<file path="config.mk">
export PLATFORM = sky130hd
export DESIGN_NAME = transmitter_abstraction
export DESIGN_NICKNAME = d
export VERILOG_FILES = /design/src/rtl/transmitter_abstraction_pkg.sv /design/src/rtl/transmitter_abstraction_dac_shifter.sv /design/src/rtl/transmitter_abstraction.sv
export SDC_FILE = /design/constraint.sdc
export NUM_CORES = 1
export LEC_CHECK = 0
export CAP_MARGIN = 20
export CORE_ASPECT_RATIO = 0.9
export CORE_MARGIN = 1.5
export CORE_UTILIZATION = 45
export CTS_CLUSTER_SIZE = 20
export DETAILED_ROUTE_END_ITERATION = 6
export GPL_ROUTABILITY_DRIVEN = 0
export PLACE_DENSITY = 0.7
export SLEW_MARGIN = 20
export SYNTH_ARGS = -nofsm -noshare
export SYNTH_HDL_FRONTEND = slang
export SYNTH_SLANG_ARGS = --single-unit
export TNS_END_PERCENT = 30
</file>
<file path="constraint.sdc">
create_clock -name ipClk -period 3.1 [get_ports ipClk]
set_clock_uncertainty 0.1 [all_clocks]
set_input_delay 0.31 -clock ipClk [delete_from_list [all_inputs] [get_ports ipClk]]
set_output_delay 0.31 -clock ipClk [all_outputs]
set_load 0.05 [all_outputs]
</file>
<file path="src/rtl/transmitter_abstraction_pkg.sv">
// Shared types and constants for the waveform-to-DAC transmitter.
// Frame word layout: two power-down bits followed by 14-bit offset-binary data.
package transmitter_abstraction_pkg;

    localparam int FRAME_BITS   = 16;
    localparam int CFG_ADDR_W   = 12;
    localparam int PERIOD_CNT_W = 12;

    localparam logic [1:0] DAC_PD_NORMAL = 2'b00;

    typedef enum logic [1:0] {
        ST_IDLE,
        ST_FETCH,
        ST_SHIFT,
        ST_GAP
    } tx_state_e;

    typedef struct packed {
        logic                  Enable;
        logic [CFG_ADDR_W-1:0] Length;
    } TRANSMITTER_WR_REGISTERS;

    // Two's-complement sample to DAC frame: flipping the sign bit gives offset binary.
    function automatic logic [FRAME_BITS-1:0] dac_frame_word(input logic [13:0] sample);
        return {DAC_PD_NORMAL, ~sample[13], sample[12:0]};
    endfunction

endpackage

</file>
<file path="src/rtl/transmitter_abstraction_dac_shifter.sv">
// Serialises one 16-bit DAC frame, MSB first, two clocks per bit.
// SClk is high on the first clock of a bit and low on the second; nSync is low for the whole frame.
module dac_shifter
    import transmitter_abstraction_pkg::*;
(
    input  logic                  clk,
    input  logic                  rst,
    input  logic                  start_i,
    input  logic [FRAME_BITS-1:0] word_i,
    output logic                  idle_o,
    output logic                  sclk_o,
    output logic                  nsync_o,
    output logic                  data_o
);

    localparam int BIT_CNT_W = $clog2(FRAME_BITS);

    logic                  active_q, active_d;
    logic                  phase_q, phase_d;
    logic [BIT_CNT_W-1:0]  bit_cnt_q, bit_cnt_d;
    logic [FRAME_BITS-1:0] shift_q, shift_d;

    always_ff @(posedge clk or posedge rst) begin
        if (rst) begin
            active_q  <= 1'b0;
            phase_q   <= 1'b0;
            bit_cnt_q <= '0;
            shift_q   <= '0;
        end else begin
            active_q  <= active_d;
            phase_q   <= phase_d;
            bit_cnt_q <= bit_cnt_d;
            shift_q   <= shift_d;
        end
    end

    always_comb begin
        active_d  = active_q;
        phase_d   = phase_q;
        bit_cnt_d = bit_cnt_q;
        shift_d   = shift_q;
        if (!active_q) begin
            if (start_i) begin
                active_d  = 1'b1;
                phase_d   = 1'b0;
                bit_cnt_d = '0;
                shift_d   = word_i;
            end
        end else if (!phase_q) begin
            phase_d = 1'b1;
        end else begin
            // Data moves only after the low half, so it is stable across the falling SClk edge.
            phase_d   = 1'b0;
            shift_d   = {shift_q[FRAME_BITS-2:0], 1'b0};
            bit_cnt_d = bit_cnt_q + BIT_CNT_W'(1);
            if (bit_cnt_q == BIT_CNT_W'(FRAME_BITS - 1)) begin
                active_d = 1'b0;
            end
        end
    end

    assign idle_o  = ~active_q;
    assign nsync_o = ~active_q;
    assign sclk_o  = ~active_q | ~phase_q;
    assign data_o  = active_q & shift_q[FRAME_BITS-1];

endmodule

</file>
<file path="src/rtl/transmitter_abstraction.sv">
// Trigger-started packet transmitter: reads ipLength samples from waveform RAM
// and sends each as a DAC frame, one frame start every SAMPLE_PERIOD clocks.
module transmitter_abstraction
    import transmitter_abstraction_pkg::*;
#(
    parameter int SAMPLE_PERIOD = 40,
    parameter int ADDR_W        = 12
) (
    input  logic              ipClk,
    input  logic              ipReset,
    input  logic              ipEnable,
    input  logic [ADDR_W-1:0] ipLength,
    input  logic              ipTrigger,
    output logic [ADDR_W-1:0] opAddress,
    input  logic [13:0]       ipReadData,
    output logic              opSClk,
    output logic              opnSync,
    output logic              opData,
    output logic              opBusy,
    output logic              opDone
);

    localparam logic [PERIOD_CNT_W-1:0] FETCH_LAST  = PERIOD_CNT_W'(1);
    localparam logic [PERIOD_CNT_W-1:0] SHIFT_LAST  = PERIOD_CNT_W'(2 * FRAME_BITS - 1);
    localparam logic [PERIOD_CNT_W-1:0] PERIOD_LAST = PERIOD_CNT_W'(SAMPLE_PERIOD - 1);

    tx_state_e               state_q, state_d;
    logic                    trig_q;
    logic [ADDR_W-1:0]       k_q, k_d;
    logic [ADDR_W-1:0]       len_q, len_d;
    logic [ADDR_W-1:0]       addr_q, addr_d;
    logic [PERIOD_CNT_W-1:0] cnt_q, cnt_d;
    logic                    done_q, done_d;

    TRANSMITTER_WR_REGISTERS wr_regs;
    logic                    trig_rise;
    logic                    shifter_start;
    logic                    shifter_idle;

    assign wr_regs.Enable = ipEnable;
    assign wr_regs.Length = CFG_ADDR_W'(ipLength);
    assign trig_rise      = ipTrigger & ~trig_q;

    // Edge detector resets to 1 so a trigger held high through reset is not an edge.
    always_ff @(posedge ipClk or posedge ipReset) begin
        if (ipReset) begin
            state_q <= ST_IDLE;
            trig_q  <= 1'b1;
            k_q     <= '0;
            len_q   <= '0;
            addr_q  <= '0;
            cnt_q   <= '0;
            done_q  <= 1'b0;
        end else begin
            state_q <= state_d;
            trig_q  <= ipTrigger;
            k_q     <= k_d;
            len_q   <= len_d;
            addr_q  <= addr_d;
            cnt_q   <= cnt_d;
            done_q  <= done_d;
        end
    end

    always_comb begin
        state_d = state_q;
        k_d     = k_q;
        len_d   = len_q;
        addr_d  = addr_q;
        cnt_d   = cnt_q;
        done_d  = 1'b0;
        unique case (state_q)
            ST_IDLE: begin
                addr_d = '0;
                cnt_d  = '0;
                if (trig_rise && wr_regs.Enable) begin
                    if (wr_regs.Length == '0) begin
                        done_d = 1'b1;
                    end else begin
                        state_d = ST_FETCH;
                        k_d     = '0;
                        len_d   = ADDR_W'(wr_regs.Length);
                    end
                end
            end
            ST_FETCH: begin
                if (!wr_regs.Enable) begin
                    state_d = ST_IDLE;
                    addr_d  = '0;
                end else if (shifter_start) begin
                    state_d = ST_SHIFT;
                    cnt_d   = '0;
                end else begin
                    cnt_d = cnt_q + PERIOD_CNT_W'(1);
                end
            end
            ST_SHIFT: begin
                cnt_d = cnt_q + PERIOD_CNT_W'(1);
                if (cnt_q == SHIFT_LAST) begin
                    if (!wr_regs.Enable) begin
                        state_d = ST_IDLE;
                        addr_d  = '0;
                    end else if (k_q + ADDR_W'(1) == len_q) begin
                        state_d = ST_IDLE;
                        addr_d  = '0;
                        done_d  = 1'b1;
                    end else begin
                        // Next address goes out at the start of Gap so RAM data is ready well before the next frame.
                        state_d = ST_GAP;
                        k_d     = k_q + ADDR_W'(1);
                        addr_d  = k_q + ADDR_W'(1);
                    end
                end
            end
            ST_GAP: begin
                if (!wr_regs.Enable) begin
                    state_d = ST_IDLE;
                    addr_d  = '0;
                end else if (shifter_start) begin
                    state_d = ST_SHIFT;
                    cnt_d   = '0;
                end else begin
                    cnt_d = cnt_q + PERIOD_CNT_W'(1);
                end
            end
            default: state_d = ST_IDLE;
        endcase
    end

    always_comb begin
        shifter_start = 1'b0;
        if (wr_regs.Enable && shifter_idle) begin
            if (state_q == ST_FETCH && cnt_q == FETCH_LAST) begin
                shifter_start = 1'b1;
            end else if (state_q == ST_GAP && cnt_q == PERIOD_LAST) begin
                shifter_start = 1'b1;
            end
        end
        opBusy = (state_q != ST_IDLE);
    end

    assign opAddress = addr_q;
    assign opDone    = done_q;

    dac_shifter u_dac_shifter (
        .clk     (ipClk),
        .rst     (ipReset),
        .start_i (shifter_start),
        .word_i  (dac_frame_word(ipReadData)),
        .idle_o  (shifter_idle),
        .sclk_o  (opSClk),
        .nsync_o (opnSync),
        .data_o  (opData)
    );

endmodule

</file>
Word-level counts from Yosys, hierarchy flattened
Cells that the tools add are included.

word-level totals
  register bits = 74
  input bits = 30
  output and inout bits = 17
  word-level logic and storage cells = 98

operators by class
  add/subtract/negate cells = 3
  equal/unequal tests = 17
  muxes and demuxes = 44
  bitwise logic cells = 8
  reduce and logical (&&, ||, !) cells = 15

operators with widths
  kind                                                  count
  2-to-1 mux 12 bit                                     11
  one-hot mux 12 bit (3 select lines)                   2
  2-to-1 mux 16 bit                                     3
  adder 12 x 1 -> 12 bit, second input constant         2
  one-hot mux 12 bit (2 select lines)                   1
  2-to-1 mux 1 bit                                      15
  2-to-1 mux 2 bit                                      7
  inequality test 2 bit, second input constant          7
  equality test 12 x 1 -> 1 bit, second input constant  1
  equality test 12 bit                                  1
  equality test 12 x 5 -> 1 bit, second input constant  1
  equality test 12 x 6 -> 1 bit, second input constant  1
  zero test 12 bit                                      1
  2-to-1 mux 4 bit                                      3
  one-hot mux 2 bit (3 select lines)                    1
  AND reduction 6 bit                                   1
  nonzero test 2 bit                                    3
  NOT 1 bit                                             5
  adder 4 x 1 -> 4 bit, second input constant           1
  equality test 2 bit, second input constant            2
  equality test 4 bit, second input constant            1
  logical AND 1 bit                                     4
  AND reduction 2 bit                                   2
  AND reduction 4 bit                                   1
  9 further kinds                                       10

Depth between registers and ports, before layout
Gate-level depths: netlist of run 1.

  word-level depth = 8
  depth in mapped cells = 10
  depth with buffers taken out = 9

Cells and area by module
From an unflattened synthesis of run 1, not the netlist that was laid out.

unflattened totals
  cells, all modules = 446
  area total of the unflattened synthesis = 4,177.8 um^2

modules (own cells, without submodules)
  module                   instances  cells an instance  area an instance (um^2)  sequential area each (um^2)
  transmitter_abstraction  1          346                3,103.0                  1,302.5
  dac_shifter              1          100                1,074.8                  550.5

Worst setup path after synthesis of run 1
OpenSTA, ideal clock, no wires.

  path type = register -> register
  from = register k_q[1]
  to = register k_q[0]
  library setup time = 0.121 ns
  arrival = 2.282 ns
  required time = 2.879 ns
  slack = 0.597 ns
  cell stages (with the launch flop) = 10
  path buffers = 1
  period minus slack after synthesis = 2.503 ns
  cells stage by stage = dfrtp_1 -> ha_1 -> xnor3_1 -> o2111ai_1 -> nor4_1 -> nand4bb_1 -> o21ai_1 -> buf_2 -> mux2_1 -> a22o_1

on the way
  cells in the longest elaborated chain, start to end = 4

ends and longest elaborated chain
  what                                    RTL line                        RTL
  start: declaration                      transmitter_abstraction.sv:29   logic [ADDR_W-1:0] k_q, k_d;
  start signal: assignment                transmitter_abstraction.sv:57   k_q <= k_d;
  adder 12 x 1 -> 12 bit                  transmitter_abstraction.sv:103  end else if (k_q + ADDR_W'(1) == len_q) begin
  equality test 12 bit                    transmitter_abstraction.sv:103
  inequality test 2 bit (no source line)  -
  AND reduction 6 bit (no source line)    -

No other way between the ends.
A chain may end at the register's enable or synchronous reset.

Worst setup path after layout of run 1
Same ends and word-level chain as after synthesis.

==> impl_metrics.env, run 1 <==
export IMPL_status="complete, no violations"
export IMPL_critPathTopFamily="simple AND/OR/NAND/NOR gates"
export IMPL_fin_setup_tns_ns=0
export IMPL_pre_cts_ws_ns=0.361
export IMPL_hold_path_class="primary input to flop"
export IMPL_synthCells=429
export IMPL_grt_pass1_wl_um=14700
export IMPL_first_iter_violations=184
export IMPL_post_cts_buffers=0
export IMPL_finalWorstPathRequiredPeriod_ns=2.76
export IMPL_fillCellCount=774
export IMPL_hold_viol=0
export IMPL_cp_required_ns=3.25
export IMPL_dpl_cell_area_um2=4540
export IMPL_drc=0
export IMPL_clock_latency_ns=0.36
export IMPL_antenna_found_initial=0
export IMPL_syn_num_nets=464
export IMPL_syn2layout_area_growth_pct=20.5
export IMPL_synth_edff_count=0
export IMPL_power_density_nw_per_um2=679
export IMPL_rows=32
export IMPL_placement_io_buffers=46
export IMPL_crit_slowest_cell="dfrtp_1"
export IMPL_cp_max_fo=11
export IMPL_crit_type="flop to flop"
export IMPL_cts_resized=0
export IMPL_wl_per_cell_um=14.5
export IMPL_dp_cells=577
export IMPL_path_cells="ha_1 -> xnor3_1 -> o2111ai_1 -> nor4_1 -> nand4bb_1 -> o21ai_1 -> buf_4 -> mux2_1 -> a22o_1"
export IMPL_syn_avg_cell_area_um2=9.20
export IMPL_critPathBufInv=1
export IMPL_initial_core_util_pct=46.3
export IMPL_synth_cell_area_um2=3950
export IMPL_p_leak_nw=2.07
export IMPL_clk_pin_slew_ns=0.08
export IMPL_grt_total_usage_pct=20.1
export IMPL_core_um2=8530
export IMPL_route_vias_total=3228
export IMPL_ant_nets=0
export IMPL_cts_buffers=9
export IMPL_async_flop_share_pct=100
export IMPL_ios=47
export IMPL_cts_sinks=74
export IMPL_holdWs_ns=0.279
export IMPL_h_tree_depth=3
export IMPL_dieArea_um2=9340
export IMPL_grt_max_degree=41
export IMPL_regArea_um2=1850
export IMPL_viasPerCell=5.44
export IMPL_finalWirelength_um=8610
export IMPL_critPathCaptureType="flop"
export IMPL_synth_ff_type="dfrtp_1"
export IMPL_synth_seq_cells=74
export IMPL_n_antenna_cell=0
export IMPL_clockBufferDepth=2
export IMPL_synthDistinctLibCells=54
export IMPL_maxCapViolations=0
export IMPL_tightest_slew_ns=0.775
export IMPL_postCtsHoldBufs=0
export IMPL_setup_violations=0
export IMPL_max_slew_margin_rel_pct=48.2
export IMPL_ir_drop_uv=288
export IMPL_stdcell_area_um2=4760
export IMPL_fin_util_pct=55.8
export IMPL_first_global_vias=3007
export IMPL_dp_hpwl_um=6140
export IMPL_crit_arrival_ns=2.91
export IMPL_drive_above_1_share_pct=7.59
export IMPL_dr_pass1_iters=4
export IMPL_die_y_um=91.8
export IMPL_period_share_pct=89.1
export IMPL_die_w_um=102
export IMPL_stdcell_count=593
export IMPL_yosys_warnings=0
export IMPL_timing_final_ws_setup_ns=0.339
export IMPL_fin_nets=504
export IMPL_fmax_mhz=362
export IMPL_power_mw=3.23
export IMPL_multi_input_area_um2=1930
export IMPL_finalMaxSlewViolations=0
export IMPL_critPathMaxStageDelay_ns=0.47
export IMPL_grt_ovfl_total=0
export IMPL_cts_tree="done"
export IMPL_cp_start_kind="flop"
export IMPL_rsz0062_at_grt="no"
export IMPL_synth_seq_area_share_pct=47.0
export IMPL_cts_root_buf="clkbuf_8"
worst paths after layout:
path | from | end | slack (ns) | cells after the start
worst max-delay path | k_q[1]$_DFFE_PP0P_ | k_q[0]$_DFFE_PP0P_ | 0.34 | 9
worst min-delay path | ipTrigger | trig_q$_DFF_PP1_ | 0.28 | 1
worst max register to register | k_q[1]$_DFFE_PP0P_ | k_q[0]$_DFFE_PP0P_ | 0.34 | 9
worst min register to register | opAddress[0]$_DFFE_PP0P_ | opAddress[0]$_DFFE_PP0P_ | 0.38 | 2
max in group asynchronous | ipReset | trig_q$_DFF_PP1_ | 1.84 | 3
min in group asynchronous | ipReset | u_dac_shifter.shift_q[15]$_DFFE_PP0P_ | 0.31 | 2
power by group:
part           internal [mW]  switching [mW]  total [mW]
combinational          0.430           0.595        1.02
sequential              1.19           0.179        1.37
clock                  0.451           0.385       0.836
total                   2.07            1.16        3.23
Yosys cell counts (6+ instances only):
master    instances  area (µm²)
buf_2             9        45.0
xnor2_1          13         114
and3_1           10        62.6
nand2_1          93         349
nor2_1           14        52.6
o311ai_0          6        52.6
mux2i_1          14         140
nand4_1          10        62.6
nand3_1           8        40.0
and2_1            7        43.8
o21ai_0          51         255
nor4_1            7        43.8
dfrtp_1          73        1830
inv_1            12        45.0
xor2_1            9        78.8
clkbuf_1         17        63.8
logic make-up (layout without fill, tap and decap cells):
| logic type | Yosys count | after routing | synth area share, % |
|---|---|---|---|
| compound gates | 92 | 92 | 14.7 |
| xor+xnor | 24 | 24 | 6.06 |
| fa+ha+maj | 5 | 5 | 1.59 |
| buf+inv | 39 | 84 | 4.09 |
| flops | 74 | 74 | 47.0 |
| mux | 15 | 15 | 3.84 |
| simple gates | 180 | 180 | 22.7 |
cell usage in the layout (no fill, tap or decap), types with 6 or more instances in the layout:
| master | synthesis | routed |
|---|---|---|
| mux2i_1 | 14 | 14 |
| buf_4 | 1 | 8 |
| nor4_1 | 7 | 7 |
| inv_1 | 12 | 11 |
| clkbuf_8 | 0 | 9 |
| dfrtp_1 | 73 | 73 |
| o311ai_0 | 6 | 6 |
| nor2_1 | 14 | 14 |
| clkdlybuf4s50_1 | 0 | 46 |
| nand2_1 | 93 | 93 |
| and3_1 | 10 | 10 |
| xor2_1 | 9 | 9 |
| nand4_1 | 10 | 10 |
| and2_1 | 7 | 7 |
| nand3_1 | 8 | 8 |
| xnor2_1 | 13 | 13 |
| o21ai_0 | 51 | 51 |
flip-flops by register name, indices dropped and copies added (netlist names):
signal	count
len_q	12
u_dac_shifter.bit_cnt_q	4
cnt_q	12
state_q	2
opDone	1
u_dac_shifter.phase_q	1
opAddress	12
k_q	12
u_dac_shifter.active_q	1
trig_q	1
u_dac_shifter.shift_q	16
area by class of cell:
class | count | area share, %
clock buffers | 9 | 2.60
clock inverters | 7 | 1.97
inverters | 12 | 0.947
multi-input cells | 316 | 40.6
flip-flops and latches | 74 | 39.0
well taps | 119 | 3.13
repair buffers | 56 | 11.8
metal layers:
layer	vias up	routed length, µm	track usage [%]
met4	0	149	7.75
met5	-	0	0
met3	11	380	3.58
li1	1587	-	-
met1	1555	4290	31.1
met2	75	3790	27.7
(Power assumes the default switching activity.)
==> run 2, diff against run 1 <==
CORE_UTILIZATION = 35   (was 45)
PLACE_DENSITY = 0.51   (was 0.7)
==> run 2 against run 1 <==
Effect of this change: total power is 9.5% higher; non-clock buffer count grew 3; critical path depth decreased by 2; sequential cell count is the same; design area grew 3.5%; global-route usage shrank 3.6 points; sequential power barely moved; maximum frequency increased by 0.54%; utilization shrank 11 points; largest cell class unchanged; largest power group unchanged.
==> impl_metrics.env, run 2 (synthesized netlist as in run 1, its figures left out) <==
export IMPL_cts_resized=0
export IMPL_rsz0062_at_grt="no"
export IMPL_drc=0
export IMPL_startpoint="k_q[1]$_DFFE_PP0P_"
export IMPL_tightest_slew_ns=0.607
export IMPL_drive_above_1_share_pct=7.97
export IMPL_route_vias_total=3141
export IMPL_stdcell_count=629
export IMPL_hold_path_class="primary input to async pin"
export IMPL_viasPerCell=4.99
export IMPL_cts_sinks=74
export IMPL_grt_busiest_layer="met1"
export IMPL_use_met2_pct=22.4
export IMPL_clock_latency_ns=0.34
export IMPL_cp_max_fo=7
export IMPL_clockBufferDepth=2
export IMPL_crit_arrival_ns=2.88
export IMPL_wl_per_cell_um=14.5
export IMPL_ant_nets=0
export IMPL_clk_pin_slew_ns=0.06
export IMPL_die_y_um=104
export IMPL_post_cts_buffers=0
export IMPL_antenna_found_initial=0
export IMPL_finalMaxSlewViolations=0
export IMPL_dpl_cell_area_um2=4600
export IMPL_n_antenna_cell=0
export IMPL_fmax_mhz=364
export IMPL_core_um2=10900
export IMPL_placement_io_buffers=46
export IMPL_hold_viol=0
export IMPL_largest_reg_flops=16
export IMPL_grt_max_degree=75
export IMPL_dr_pass1_iters=4
export IMPL_final_common_cell="nand2_1"
export IMPL_p_leak_nw=2.12
export IMPL_worstReg2RegStart="k_q[1]$_DFFE_PP0P_"
export IMPL_h_tree_depth=3
export IMPL_grt_total_usage_pct=16.5
export IMPL_maxCapViolations=0
export IMPL_use_met1_pct=25.1
export IMPL_grt_ovfl_total=0
export IMPL_power_density_nw_per_um2=718
export IMPL_dp_cells=613
export IMPL_crit_type="flop to flop"
export IMPL_cp_required_ns=3.23
export IMPL_setup_violations=0
export IMPL_first_global_vias=3069
export IMPL_critPathCaptureType="flop"
export IMPL_cts_buffers=9
export IMPL_rows=36
export IMPL_dieArea_um2=11900
export IMPL_grt_use_met3_pct=4.92
export IMPL_grt_pass1_wl_um=15500
export IMPL_ir_drop_uv=303
export IMPL_layout_common_cells="93 x nand2_1, 73 x dfrtp_1, 51 x o21ai_0"
export IMPL_fin_nets=507
export IMPL_dp_hpwl_um=6480
export IMPL_stdcell_area_um2=4920
export IMPL_first_iter_violations=120
export IMPL_ios=47
export IMPL_postCtsHoldBufs=0
export IMPL_cp_start_kind="flop"
export IMPL_cts_tree="done"
export IMPL_top_register="u_dac_shifter.shift_q"
export IMPL_syn2layout_area_growth_pct=24.8
export IMPL_max_slew_margin_rel_pct=59.6
export IMPL_initial_core_util_pct=36.2
export IMPL_fin_setup_tns_ns=0
export IMPL_finalWorstPathRequiredPeriod_ns=2.75
export IMPL_status="complete, no violations"
export IMPL_fin_util_pct=45.2
export IMPL_finalWirelength_um=9140
export IMPL_die_w_um=115
export IMPL_period_share_pct=88.6
export IMPL_cts_root_buf="clkbuf_16"
## run 2: power by group
group,switching [mW],total (mW),internal (mW)
sequential,0.194,1.39,1.19
combinational,0.590,1.03,0.437
clock,0.416,1.12,0.706
total,1.20,3.53,2.33
## run 2: through the flow
step,setup slack [ns],hold WS [ns],power [mW]
floorplan,0.597,0.214,2.12
global placement,0.389,0.363,2.41
detailed placement,0.393,0.370,2.44
CTS,0.381,0.295,3.58
global route,0.199,0.307,3.78
finish,0.354,0.282,3.53
## run 2: path summary, 6_finish.rpt
check | endpoint | slack (ns) | depth (start not counted)
hold reg to reg | u_dac_shifter.shift_q[9]$_DFFE_PP0P_ | 0.38 | 2
setup / recovery | k_q[0]$_DFFE_PP0P_ | 0.35 | 7
max in group asynchronous | trig_q$_DFF_PP1_ | 2.27 | 3
hold / removal | u_dac_shifter.bit_cnt_q[3]$_DFFE_PP0P_ | 0.28 | 3
setup reg to reg | k_q[0]$_DFFE_PP0P_ | 0.35 | 7
min in group ipClk | trig_q$_DFF_PP1_ | 0.30 | 1
## run 2: final cells by class
class,count,area (µm²)
timing repair buffer,59,583
sequential,74,1850
fill,1114,5980
clock inverter,6,91.3
inverter,12,45.0
multi-input combinational,316,1930
clock buffer,10,229
tap,152,190
## run 2: metal layers
layer	part of all wire (%)	wire (µm)
met1	54	4900
met2	42	3800
met3	3.3	303
met4	1.5	137
met5	0	0
## run 2: worst max-delay path, stage by stage (launching register included)
cell and delay (ns):
dfrtp_1 0.46, ha_1 0.29, and3_1 0.25, o311ai_0 0.41, nand4bb_1 0.24, o21ai_1 0.35, mux2_1 0.36, a22o_1 0.17
==> run 3, diff against run 2 <==
CORE_MARGIN = unset   (was 1.5)
==> run 3 against run 2 <==
Effect of this change: cell count decreased by 0.32%; clock power shrank 8%; total power decreased by 2.8%; design area down 0.69%; non-clock buffer count down 1; setup slack improved by 0.0020 ns; register-to-register slack hardly changed; die area shrank 1.8%; critical path depth rose by 1; hold slack worse by 0.046 ns; largest cell class unchanged.
==> impl_metrics.env, run 3 (synthesized netlist as in run 1, its figures left out) <==
export IMPL_worst_r2r_endpoint="k_q[6]$_DFFE_PP0P_"
export IMPL_postCtsHoldBufs=0
export IMPL_ant_nets=0
export IMPL_hold_path_class="primary input to async pin"
export IMPL_final_common_cell="nand2_1"
export IMPL_largest_reg_flops=16
export IMPL_timing_final_ws_setup_ns=0.356
export IMPL_grt_max_degree=53
export IMPL_n_antenna_cell=0
export IMPL_fin_nets=506
export IMPL_ios=47
export IMPL_finalMaxSlewViolations=0
export IMPL_r2r_slack_ns=0.36
export IMPL_initial_core_util_pct=36.2
export IMPL_fmax_mhz=364
export IMPL_cp_start_kind="flop"
export IMPL_tightest_slew_ns=0.604
export IMPL_power_density_nw_per_um2=703
export IMPL_ir_drop_uv=359
export IMPL_viasPerCell=5.05
export IMPL_die_w_um=114
export IMPL_rsz0062_at_grt="no"
export IMPL_clock_latency_ns=0.33
export IMPL_core_um2=10900
export IMPL_dr_pass1_iters=4
export IMPL_status="complete, no violations"
export IMPL_hold_viol=0
export IMPL_cts_resized=0
export IMPL_fin_setup_tns_ns=0
export IMPL_cp_max_fo=21
export IMPL_syn2layout_area_growth_pct=23.9
export IMPL_route_vias_total=3165
export IMPL_placement_io_buffers=46
export IMPL_clk_pin_slew_ns=0.06
export IMPL_grt_total_usage_pct=17.1
export IMPL_cts_sinks=74
export IMPL_antenna_found_initial=0
export IMPL_r2r_worst_path_cells=8
export IMPL_cts_buffers=9
export IMPL_dieArea_um2=11700
export IMPL_cp_required_ns=3.22
export IMPL_dp_hpwl_um=6630
export IMPL_rows=36
export IMPL_holdWs_ns=0.235
export IMPL_period_share_pct=88.5
export IMPL_post_cts_buffers=0
export IMPL_drc=0
export IMPL_max_slew_margin_rel_pct=59.7
export IMPL_cts_root_buf="clkbuf_16"
export IMPL_worstReg2RegStart="k_q[1]$_DFFE_PP0P_"
export IMPL_critPathCaptureType="flop"
export IMPL_p_leak_nw=2.11
export IMPL_die_y_um=103
export IMPL_top_register="u_dac_shifter.shift_q"
export IMPL_crit_type="flop to flop"
export IMPL_clockBufferDepth=2
export IMPL_setup_violations=0
export IMPL_drive_above_1_share_pct=7.79
export IMPL_layout_common_cells="93 x nand2_1, 73 x dfrtp_1, 51 x o21ai_0"
export IMPL_cts_tree="done"
export IMPL_first_iter_violations=81
export IMPL_crit_arrival_ns=2.87
export IMPL_maxCapViolations=0
export IMPL_wl_per_cell_um=14.4
export IMPL_finalWirelength_um=9040
export IMPL_power_mw=3.44
export IMPL_first_global_vias=3122
export IMPL_pre_cts_ws_ns=0.379
export IMPL_grt_pass1_wl_um=15500
export IMPL_h_tree_depth=3
export IMPL_finalWorstPathRequiredPeriod_ns=2.74
export IMPL_grt_ovfl_total=0
run 3: cell types whose count changed in the layout (fill, tap and decap cells not counted), sizes merged:
cell and delta:
buf -1, bufinv -1, clkinv +1, clkinvlp -1
run 3: how the worst max path moves through the flow:
stage	start	endpoint	slack (ns)	cells after the start
2_1_floorplan	k_q[1]$_DFFE_PP0P_	k_q[0]$_DFFE_PP0P_	0.60	9
3_3_place_gp	ipLength[2]	k_q[7]$_DFFE_PP0P_	0.39	7
3_5_place_dp	ipLength[2]	k_q[0]$_DFFE_PP0P_	0.38	8
4_1_cts	k_q[1]$_DFFE_PP0P_	k_q[6]$_DFFE_PP0P_	0.40	9
5_1_grt	k_q[1]$_DFFE_PP0P_	k_q[6]$_DFFE_PP0P_	0.20	8
6_report	k_q[1]$_DFFE_PP0P_	k_q[6]$_DFFE_PP0P_	0.36	8
run 3: cell type report:
cell class / count / area [µm²]
multi-input combinational: 316 / 1930
tap: 152 / 190
sequential: 74 / 1850
clock buffer: 10 / 239
timing repair buffer: 58 / 576
fill: 1090 / 6010
inverter: 12 / 45.0
clock inverter: 5 / 55.1
run 3: stage by stage:
step                      instances  utilization [%]  instance area, µm²
after CTS                       627             44.9                4890
after global placement          612             42.2                4600
after floorplan                 429                -                3950
after global routing            627             44.9                4890
final                           627             44.9                4890
after detailed placement        612             42.2                4600
run 3: power by group:
part           switching [mW]  leakage (nW)  total [mW]  internal (mW)
clock                   0.393         0.140        1.03          0.637
combinational           0.593         0.991        1.02          0.429
sequential              0.192         0.983        1.38           1.19
run 3: metal layers:
metal  GRT usage, %  wire, µm  vias up  part of all wire [%]
li1               -         -     1593                     -
met5              0         0        -                     0
met1           24.7      4650     1492                    51
met2           25.6      3870       67                    43
met4           5.39       137        0                   1.5
met3           3.88       376       13                   4.2
run 3: critical path: stages, from the launching register on:
cell and delay [ns]:
dfrtp_1 0.45, ha_1 0.29, and3_1 0.25, o311ai_0 0.45, nand4bb_1 0.23, o2111ai_1 0.35, buf_12 0.20, o21ba_2 0.17
a21o_1 0.14
